--- src/rtl/cache_pkg.sv ---
// Shared cache datapath defaults so every way-select user agrees on geometry.
package cache_pkg;
  localparam int CACHE_SEL_WIDTH = 3;
  localparam int CACHE_W         = 8;
endpackage

--- src/rtl/muxNto1.sv ---
// Plain N:1 channel multiplexer on a binary select.
module muxNto1 #(
  parameter int SEL_WIDTH = 3,
  parameter int W         = 8,
  localparam int N        = 2**SEL_WIDTH
) (
  input  logic [N*W-1:0]       data_i,
  input  logic [SEL_WIDTH-1:0] sel_i,
  output logic [W-1:0]         data_o
);

  always_comb begin
    data_o = '0;
    for (int k = 0; k < N; k++) begin
      if (sel_i == k[SEL_WIDTH-1:0]) data_o = data_i[k*W +: W];
    end
  end

endmodule

--- src/rtl/way_select_pipe.sv ---
// Way select with one-cycle registered output and a single skid entry;
// optional one-hot hit-vector select with priority resolution and error flag.
module way_select_pipe
  import cache_pkg::*;
#(
  parameter int SEL_WIDTH = CACHE_SEL_WIDTH,
  parameter int W         = CACHE_W,
  parameter bit ONEHOT    = 1'b0,
  localparam int N        = 2**SEL_WIDTH,
  localparam int SELW     = ONEHOT ? N : SEL_WIDTH
) (
  input  logic                 clk,
  input  logic                 rst_n,
  input  logic                 in_valid,
  output logic                 in_ready,
  input  logic [N*W-1:0]       in_data,
  input  logic [SELW-1:0]      in_sel,
  output logic                 out_valid,
  input  logic                 out_ready,
  output logic [W-1:0]         out_data,
  output logic [SEL_WIDTH-1:0] out_idx,
  output logic                 out_err
);

  logic [SEL_WIDTH-1:0] idx_res;
  logic                 err_res;
  logic                 none_res;
  logic [W-1:0]         mux_data;
  logic [W-1:0]         new_data;

  // Lowest set bit wins; zero or multiple hits flag an error.
  if (ONEHOT) begin : g_onehot
    always_comb begin
      idx_res  = '0;
      none_res = 1'b1;
      for (int k = N-1; k >= 0; k--) begin
        if (in_sel[k]) begin
          idx_res  = k[SEL_WIDTH-1:0];
          none_res = 1'b0;
        end
      end
      err_res = none_res || ((in_sel & (in_sel - SELW'(1))) != '0);
    end
  end else begin : g_binary
    assign idx_res  = in_sel;
    assign none_res = 1'b0;
    assign err_res  = 1'b0;
  end

  muxNto1 #(.SEL_WIDTH(SEL_WIDTH), .W(W)) u_mux (
    .data_i (in_data),
    .sel_i  (idx_res),
    .data_o (mux_data)
  );

  assign new_data = none_res ? '0 : mux_data;

  logic                 main_vld_q, main_vld_d;
  logic [W-1:0]         main_data_q, main_data_d;
  logic [SEL_WIDTH-1:0] main_idx_q, main_idx_d;
  logic                 main_err_q, main_err_d;
  logic                 skid_vld_q, skid_vld_d;
  logic [W-1:0]         skid_data_q, skid_data_d;
  logic [SEL_WIDTH-1:0] skid_idx_q, skid_idx_d;
  logic                 skid_err_q, skid_err_d;
  logic                 in_fire, main_open;

  assign in_ready  = !skid_vld_q;
  assign in_fire   = in_valid && in_ready;
  // Main can take a beat this edge if it is empty or its beat is leaving.
  assign main_open = !main_vld_q || out_ready;

  always_comb begin
    main_vld_d  = main_vld_q;
    main_data_d = main_data_q;
    main_idx_d  = main_idx_q;
    main_err_d  = main_err_q;
    skid_vld_d  = skid_vld_q;
    skid_data_d = skid_data_q;
    skid_idx_d  = skid_idx_q;
    skid_err_d  = skid_err_q;
    if (main_open) begin
      if (skid_vld_q) begin
        main_vld_d  = 1'b1;
        main_data_d = skid_data_q;
        main_idx_d  = skid_idx_q;
        main_err_d  = skid_err_q;
        skid_vld_d  = 1'b0;
      end else if (in_fire) begin
        main_vld_d  = 1'b1;
        main_data_d = new_data;
        main_idx_d  = idx_res;
        main_err_d  = err_res;
      end else begin
        main_vld_d  = 1'b0;
      end
    end else if (in_fire) begin
      skid_vld_d  = 1'b1;
      skid_data_d = new_data;
      skid_idx_d  = idx_res;
      skid_err_d  = err_res;
    end
  end

  always_ff @(posedge clk or negedge rst_n) begin
    if (!rst_n) begin
      main_vld_q  <= 1'b0;
      main_data_q <= '0;
      main_idx_q  <= '0;
      main_err_q  <= 1'b0;
      skid_vld_q  <= 1'b0;
      skid_data_q <= '0;
      skid_idx_q  <= '0;
      skid_err_q  <= 1'b0;
    end else begin
      main_vld_q  <= main_vld_d;
      main_data_q <= main_data_d;
      main_idx_q  <= main_idx_d;
      main_err_q  <= main_err_d;
      skid_vld_q  <= skid_vld_d;
      skid_data_q <= skid_data_d;
      skid_idx_q  <= skid_idx_d;
      skid_err_q  <= skid_err_d;
    end
  end

  assign out_valid = main_vld_q;
  assign out_data  = main_data_q;
  assign out_idx   = main_idx_q;
  assign out_err   = main_err_q;

endmodule
--- config.mk ---
export PLATFORM = sky130hd
export DESIGN_NAME = way_select_pipe
export DESIGN_NICKNAME = d
export VERILOG_FILES = /design/src/rtl/cache_pkg.sv /design/src/rtl/muxNto1.sv /design/src/rtl/way_select_pipe.sv
export SDC_FILE = /design/constraint.sdc
export NUM_CORES = 1
export LEC_CHECK = 0
export CORE_UTILIZATION = 41
export CTS_BUF_LIST = sky130_fd_sc_hd__clkbuf_8
export DETAILED_ROUTE_END_ITERATION = 8
export HOLD_SLACK_MARGIN = 0.1
export PLACE_DENSITY = 0.82
export SLEW_MARGIN = 20
export SYNTH_ARGS = -nofsm -noshare
export SYNTH_HDL_FRONTEND = slang
export SYNTH_SLANG_ARGS = --single-unit
--- constraint.sdc ---
create_clock -name clk -period 2.07 [get_ports clk]
set_clock_uncertainty 0.1 [all_clocks]
set_input_delay 0.414 -clock clk [delete_from_list [all_inputs] [get_ports clk]]
set_output_delay 0.414 -clock clk [all_outputs]
set_load 0.005 [all_outputs]
* After elaboration in Yosys (flattened, before gate mapping)
Cells that the tools add are included.
** Word-level totals
- Input bits :: 71
- Memory bits (read-only) :: 0
- Memories kept :: 0
- Memory bits (writable) :: 0
- Word-level logic and storage cells :: 42
- Output and inout bits :: 14
- Latch bits :: 0
- Register bits :: 25
** Operators by class
- Reduce and logical (&&, ||, !) cells :: 9
- Multiply operators :: 0
- Add/sub/neg operators :: 0
- Equal/unequal tests :: 7
- Bitwise logic cells :: 1
- Multiplexer cells :: 18
- Divide/modulo/power cells :: 0
- $lt $le $gt $ge :: 0
- Shift operators :: 0
** Operators by type and width (number)
- $mux 8 :: 10
- $eq 3x3->1 const B :: 4
- $eq 3x2->1 const B :: 2
- $mux 1 :: 6
- $mux 3 :: 2
- $reduce_and 2->1 :: 2
- $reduce_bool 2->1 :: 2
- $eq 3x1->1 const B :: 1
- $logic_not 3->1 :: 1
- $logic_not 1->1 :: 2
- $logic_and 1x1->1 :: 1
- $logic_or 1x1->1 :: 1
- $not 1->1 :: 1

* Depth between registers and ports, before layout
- Depth in word-level cells :: 11
- Mapped depth :: 7
- Depth with buffers taken out :: 5

* Cells and area by module
A second synthesis with hierarchy kept.
** Unflattened totals
- Cell total of the unflattened synthesis :: 99
- Area, all modules :: 1695.4 um^2
** Modules (own cells, without submodules)
- way_select_pipe :: instances 1, cells each 70, sequential area each 600.6 um^2, area each 1144.8 um^2
- muxNto1 :: instances 1, cells each 29, sequential area each 0.0 um^2, area each 550.5 um^2

* Least setup slack after synthesis
No wires, ideal clock.
- Kind :: in2reg
- From :: in in_sel[0]
- To :: reg main_data_q[6] (netlist: out_data[6])
- Data arrival time :: 1555 ps
- Cell stages on the path :: 5
- Data required time :: 1897 ps
- Path buffers :: 1
- Setup time :: 73 ps
- Path slack :: 342 ps
- Path through :: buf_6 mux2i_1 mux4_2 or3_1 a21oi_2
** On the way
- Word-level cells in the longest chain between the ends :: 11
- Elaborated cells on any way between the ends :: 18
- Classes of those cells :: eq/ne (7); mux (10); reduce/logical (1)
** Ends and longest elaborated chain
- start: declaration :: RTL line way_select_pipe.sv:17 : input logic [SELW-1:0] in_sel,
- $logic_not 3->1 :: RTL line muxNto1.sv:15 : if (sel_i == k[SEL_WIDTH-1:0]) data_o = data_i[k*W +: W];
- $mux 8 (7 in a row) :: RTL line muxNto1.sv:15
- $mux 8 (*) :: RTL line muxNto1.sv:15
- $mux 8 (*) :: RTL line way_select_pipe.sv:89 : end else if (in_fire) begin
- $mux 8 (*) :: RTL line way_select_pipe.sv:83 : if (skid_vld_q) begin
- end signal: assignment :: RTL line way_select_pipe.sv:117 : main_data_q <= main_data_d;
- end: declaration :: RTL line way_select_pipe.sv:59 : logic [W-1:0] main_data_q, main_data_d;
Every way passes the cells marked *; elsewhere a longest branch is shown, timed or not. The select of a mux whose other input is x is not followed.
A chain may end at the register's enable or synchronous reset.

* Final worst setup path
- From :: in in_sel[2]
- To :: reg main_data_q[0] (netlist: out_data[0])
Same word-level chain as after synthesis.

==> summary.md <==
| Metric | Value |
|---|---|
| Status | `completed` |
| Iter 0 DRT Violations | `94` |
| Net switching power | `slightly above 0.4 mW` |
| Setup TNS | `0 ps` |
| Critical Path End Type | `register` |
| DR vias | `approximately 1700` |
| Max Cap Violations | `0` |
| Post-layout util | `0.730` |
| Synth Register Bits | `24` |
| Peak VDD IR | `approximately 0.00027 V` |
| Crit path from | `in_sel[2]` |
| N_diodes | `0` |
| Final setup viols | `0` |
| Reg-to-Reg Start | `skid_vld_q` |
| Cells after Synth | `approximately 170` |
| Avg WL per Cell | `around 14 um` |
| Most common cell in the synthesized netlist | `dfrtp_1` |
| Slew Viols, Final | `0` |
| Mapped Area | `approximately 1600 um^2` |
| Antenna viol nets, final | `0` |
| Max stage delay on crit path | `approximately 520 ps` |
| PortBufs | `between 80 and 90` |
| Root buffer cell | `clkbuf_8` |
| Main area contributors after synthesis | `dfrtp_1 36%, mux2i_1 9.7%, mux4_2 6.8%` |
| Top post-synthesis cells by count | `24 x dfrtp_1, 20 x a21oi_1, 18 x nor2_1` |
| Sequential share of the synthesized area | `0.365` |
| CP max-delay cell | `clkdlybuf4s50_1` |
| Starting density of the core | `0.440` |
| Worst hold margin | `about 380 ps` |
| Reg2Reg Depth | `5` |
| Type of the worst setup path | `input pin to register` |
| Maximum clock insertion buffer count | `2` |
| Post-DP Area | `about 2700 um^2` |
| WP data required | `about 2200 ps` |
| Die Ht | `65.4 um` |
| Achievable Freq | `0.520 GHz` |
| WP buf/inv | `3` |
| Worst slack, placed | `-297 ps` |
| Layout Cells excl Fill | `between 300 and 400` |
| Seq pwr share | `0.423` |
| Final wirelength | `approximately 4.5 mm` |
| Clock latency on the worst-skew pair | `260 ps` |
| Final HPWL DP | `~3.7 mm` |
| Logic pwr share | `0.403` |
| CTS Sinks | `24` |
| Post-synth EDFFs | `0` |
| Post-Syn Nets | `243` |
| Synth cell types | `38` |
| CTS tree | `yes` |
| Startpoint type of the worst setup path | `input pin` |
| Final Net Count | `343` |
| Chip width | `~65 um` |
| Clock Pin Slew Worst Setup and Hold Paths | `around 70 ps` |
| Cell row count | `22` |
| Num CTS Buffers | `3` |
| Drt first pass iters | `4` |
| Setup WS post-layout | `roughly 150 ps` |
| Arr. time, crit path | `2010 ps` |
| CP top delay family | `compound AO/OA/AOI/OAI gates` |
| Largest net degree at the start of global routing | `25` |
| Clk network pwr share | `0.175` |
| Power Total | `~1.5 mW` |
| Cts hold-fix bufs | `0` |
| Die area | `around 4300 um^2` |
| Htree depth | `1` |
| Vias in the first global route | `1618` |
| Critical path cell sequence | `clkdlybuf4s50_1 -> buf_4 -> inv_1 -> a31oi_1 -> o2111ai_1 -> a211o_1 -> a21oi_1` |
| Area share of the largest cell type after synthesis | `0.365` |
| Total gr overflow | `0` |
| Worst setup endpoint | `out_data[0]` |
| Post-route cell area | `approximately 2700 um^2` |
| Dominant synthesized flop cell | `dfrtp_1` |
| Via/cell ratio | `roughly 5.3` |
| Fraction of layout cells with a size suffix above 1 | `0.163` |
| DRC viols | `0` |
| Synth Warn # | `0` |
| Crit path time final | `1920 ps` |
| Cell depth of the worst setup path | `7` |
| Synth async-reset ratio | `1.00` |
| Pint | `roughly 1.1 mW` |
| Area growth from synthesis to layout | `66.0%` |
| Final hold vios | `0` |
| First-pass GRT wire length | `around 7.3 mm` |
| Sw frac | `0.272` |
| Initial antenna violation count | `0` |
| Worst min path class | `register to register` |
| Average size of a mapped cell | `9.57 um^2` |
| Synth area leader | `dfrtp_1` |
| Dpl cells | `314` |
| Top Ports | `85` |
| Max FO, Critical Path | `8` |
| PD cells | `545 nW/um^2` |
| R2r endpoint | `out_data[1]` |
| GP Congestion | `between 0.7 and 0.8` |
| Final period utilization | `0.930` |
| Lkg Pwr | `1.13 nW` |
| CORE AREA | `about 3700 um^2` |
| RSZ-0062 raised after global routing | `false` |
| All-Layer GR Usage | `0.225` |
| FF-to-FF setup slack | `~500 ps` |
[layout make-up]
type                    count  area (um^2)
well taps                  48         60.1
inverters                   4         15.0
multi-input cells         130          955
flip-flops and latches     24          601
fillers                   299         1010
clock buffers               3         41.3
repair buffers            109         1060
[worst min-delay path by stage]
| stage | start | end | slack [ps] | cells after the start |
|---|---|---|---|---|
| CTS | out_idx[0] | out_idx[0] | 390 | 2 |
| global placement | out_idx[0] | out_idx[0] | 370 | 2 |
| detailed placement | out_idx[0] | out_idx[0] | 370 | 2 |
| global route | out_idx[0] | out_idx[0] | 420 | 2 |
| floorplan | rst_n | out_data[0] | 20 | 0 |
| finish | out_idx[0] | out_idx[0] | 380 | 2 |
[state kept, by name, indices dropped and copies added (netlist names)]
signal and count:
skid_idx_q 3, out_data 8, out_idx 3, out_valid 1, skid_vld_q 1, skid_data_q 8
[worst reg2reg max path: stages (launching register included)]
cell	delay (ps)
dfrtp_1	410
buf_4	190
o21ai_1	330
buf_4	260
a21oi_1	110
o31ai_1	90
[what timing repair did]
action	CTS	global route
setup buffers	0	0
gates resized for setup	2	0
endpoints found under the setup margin	2	0
[power groups by stage]
stage	Combinational [mW]	Clock, mW	Sequential, mW
2_1_floorplan	0.254	0	0.631
3_3_place_gp	0.573	0	0.634
3_5_place_dp	0.593	0	0.640
4_1_cts	0.605	0.265	0.630
5_1_grt	0.657	0.293	0.641
6_report	0.600	0.260	0.630
[kinds of logic (layout without fill, tap and decap cells)]
kind of cell | count (synthesis) | count (layout) | share of synthesized area
AO/OA/AOI/OAI | 57 | 57 | 0.212
buffers and inverters | 18 | 116 | 0.0577
flip-flops | 24 | 24 | 0.365
multiplexers | 29 | 29 | 0.229
other | 1 | 1 | 0.00228
AND/OR/NAND/NOR | 43 | 43 | 0.134
[routing by layer]
metal | GRT usage | wire [um] | share of wire
met5 | 0 | 0 | 0
met4 | 0.0951 | 104 | 0.023
met3 | 0.0191 | 197 | 0.044
met2 | 0.393 | 2270 | 0.51
met1 | 0.282 | 1910 | 0.43
[cell usage in the layout (no fill, tap or decap), drive strengths merged, types with 4 or more instances in the layout]
master / instances
clkdlybuf4s50: 82
buf: 25
dfrtp: 24
a21oi: 21
nor2: 18
mux2i: 16
o21ai: 14
mux2: 7
mux4: 6
nand2: 5
or3: 5
inv: 4
nand3b: 4
o211ai: 4
(Power assumes the default switching activity.)
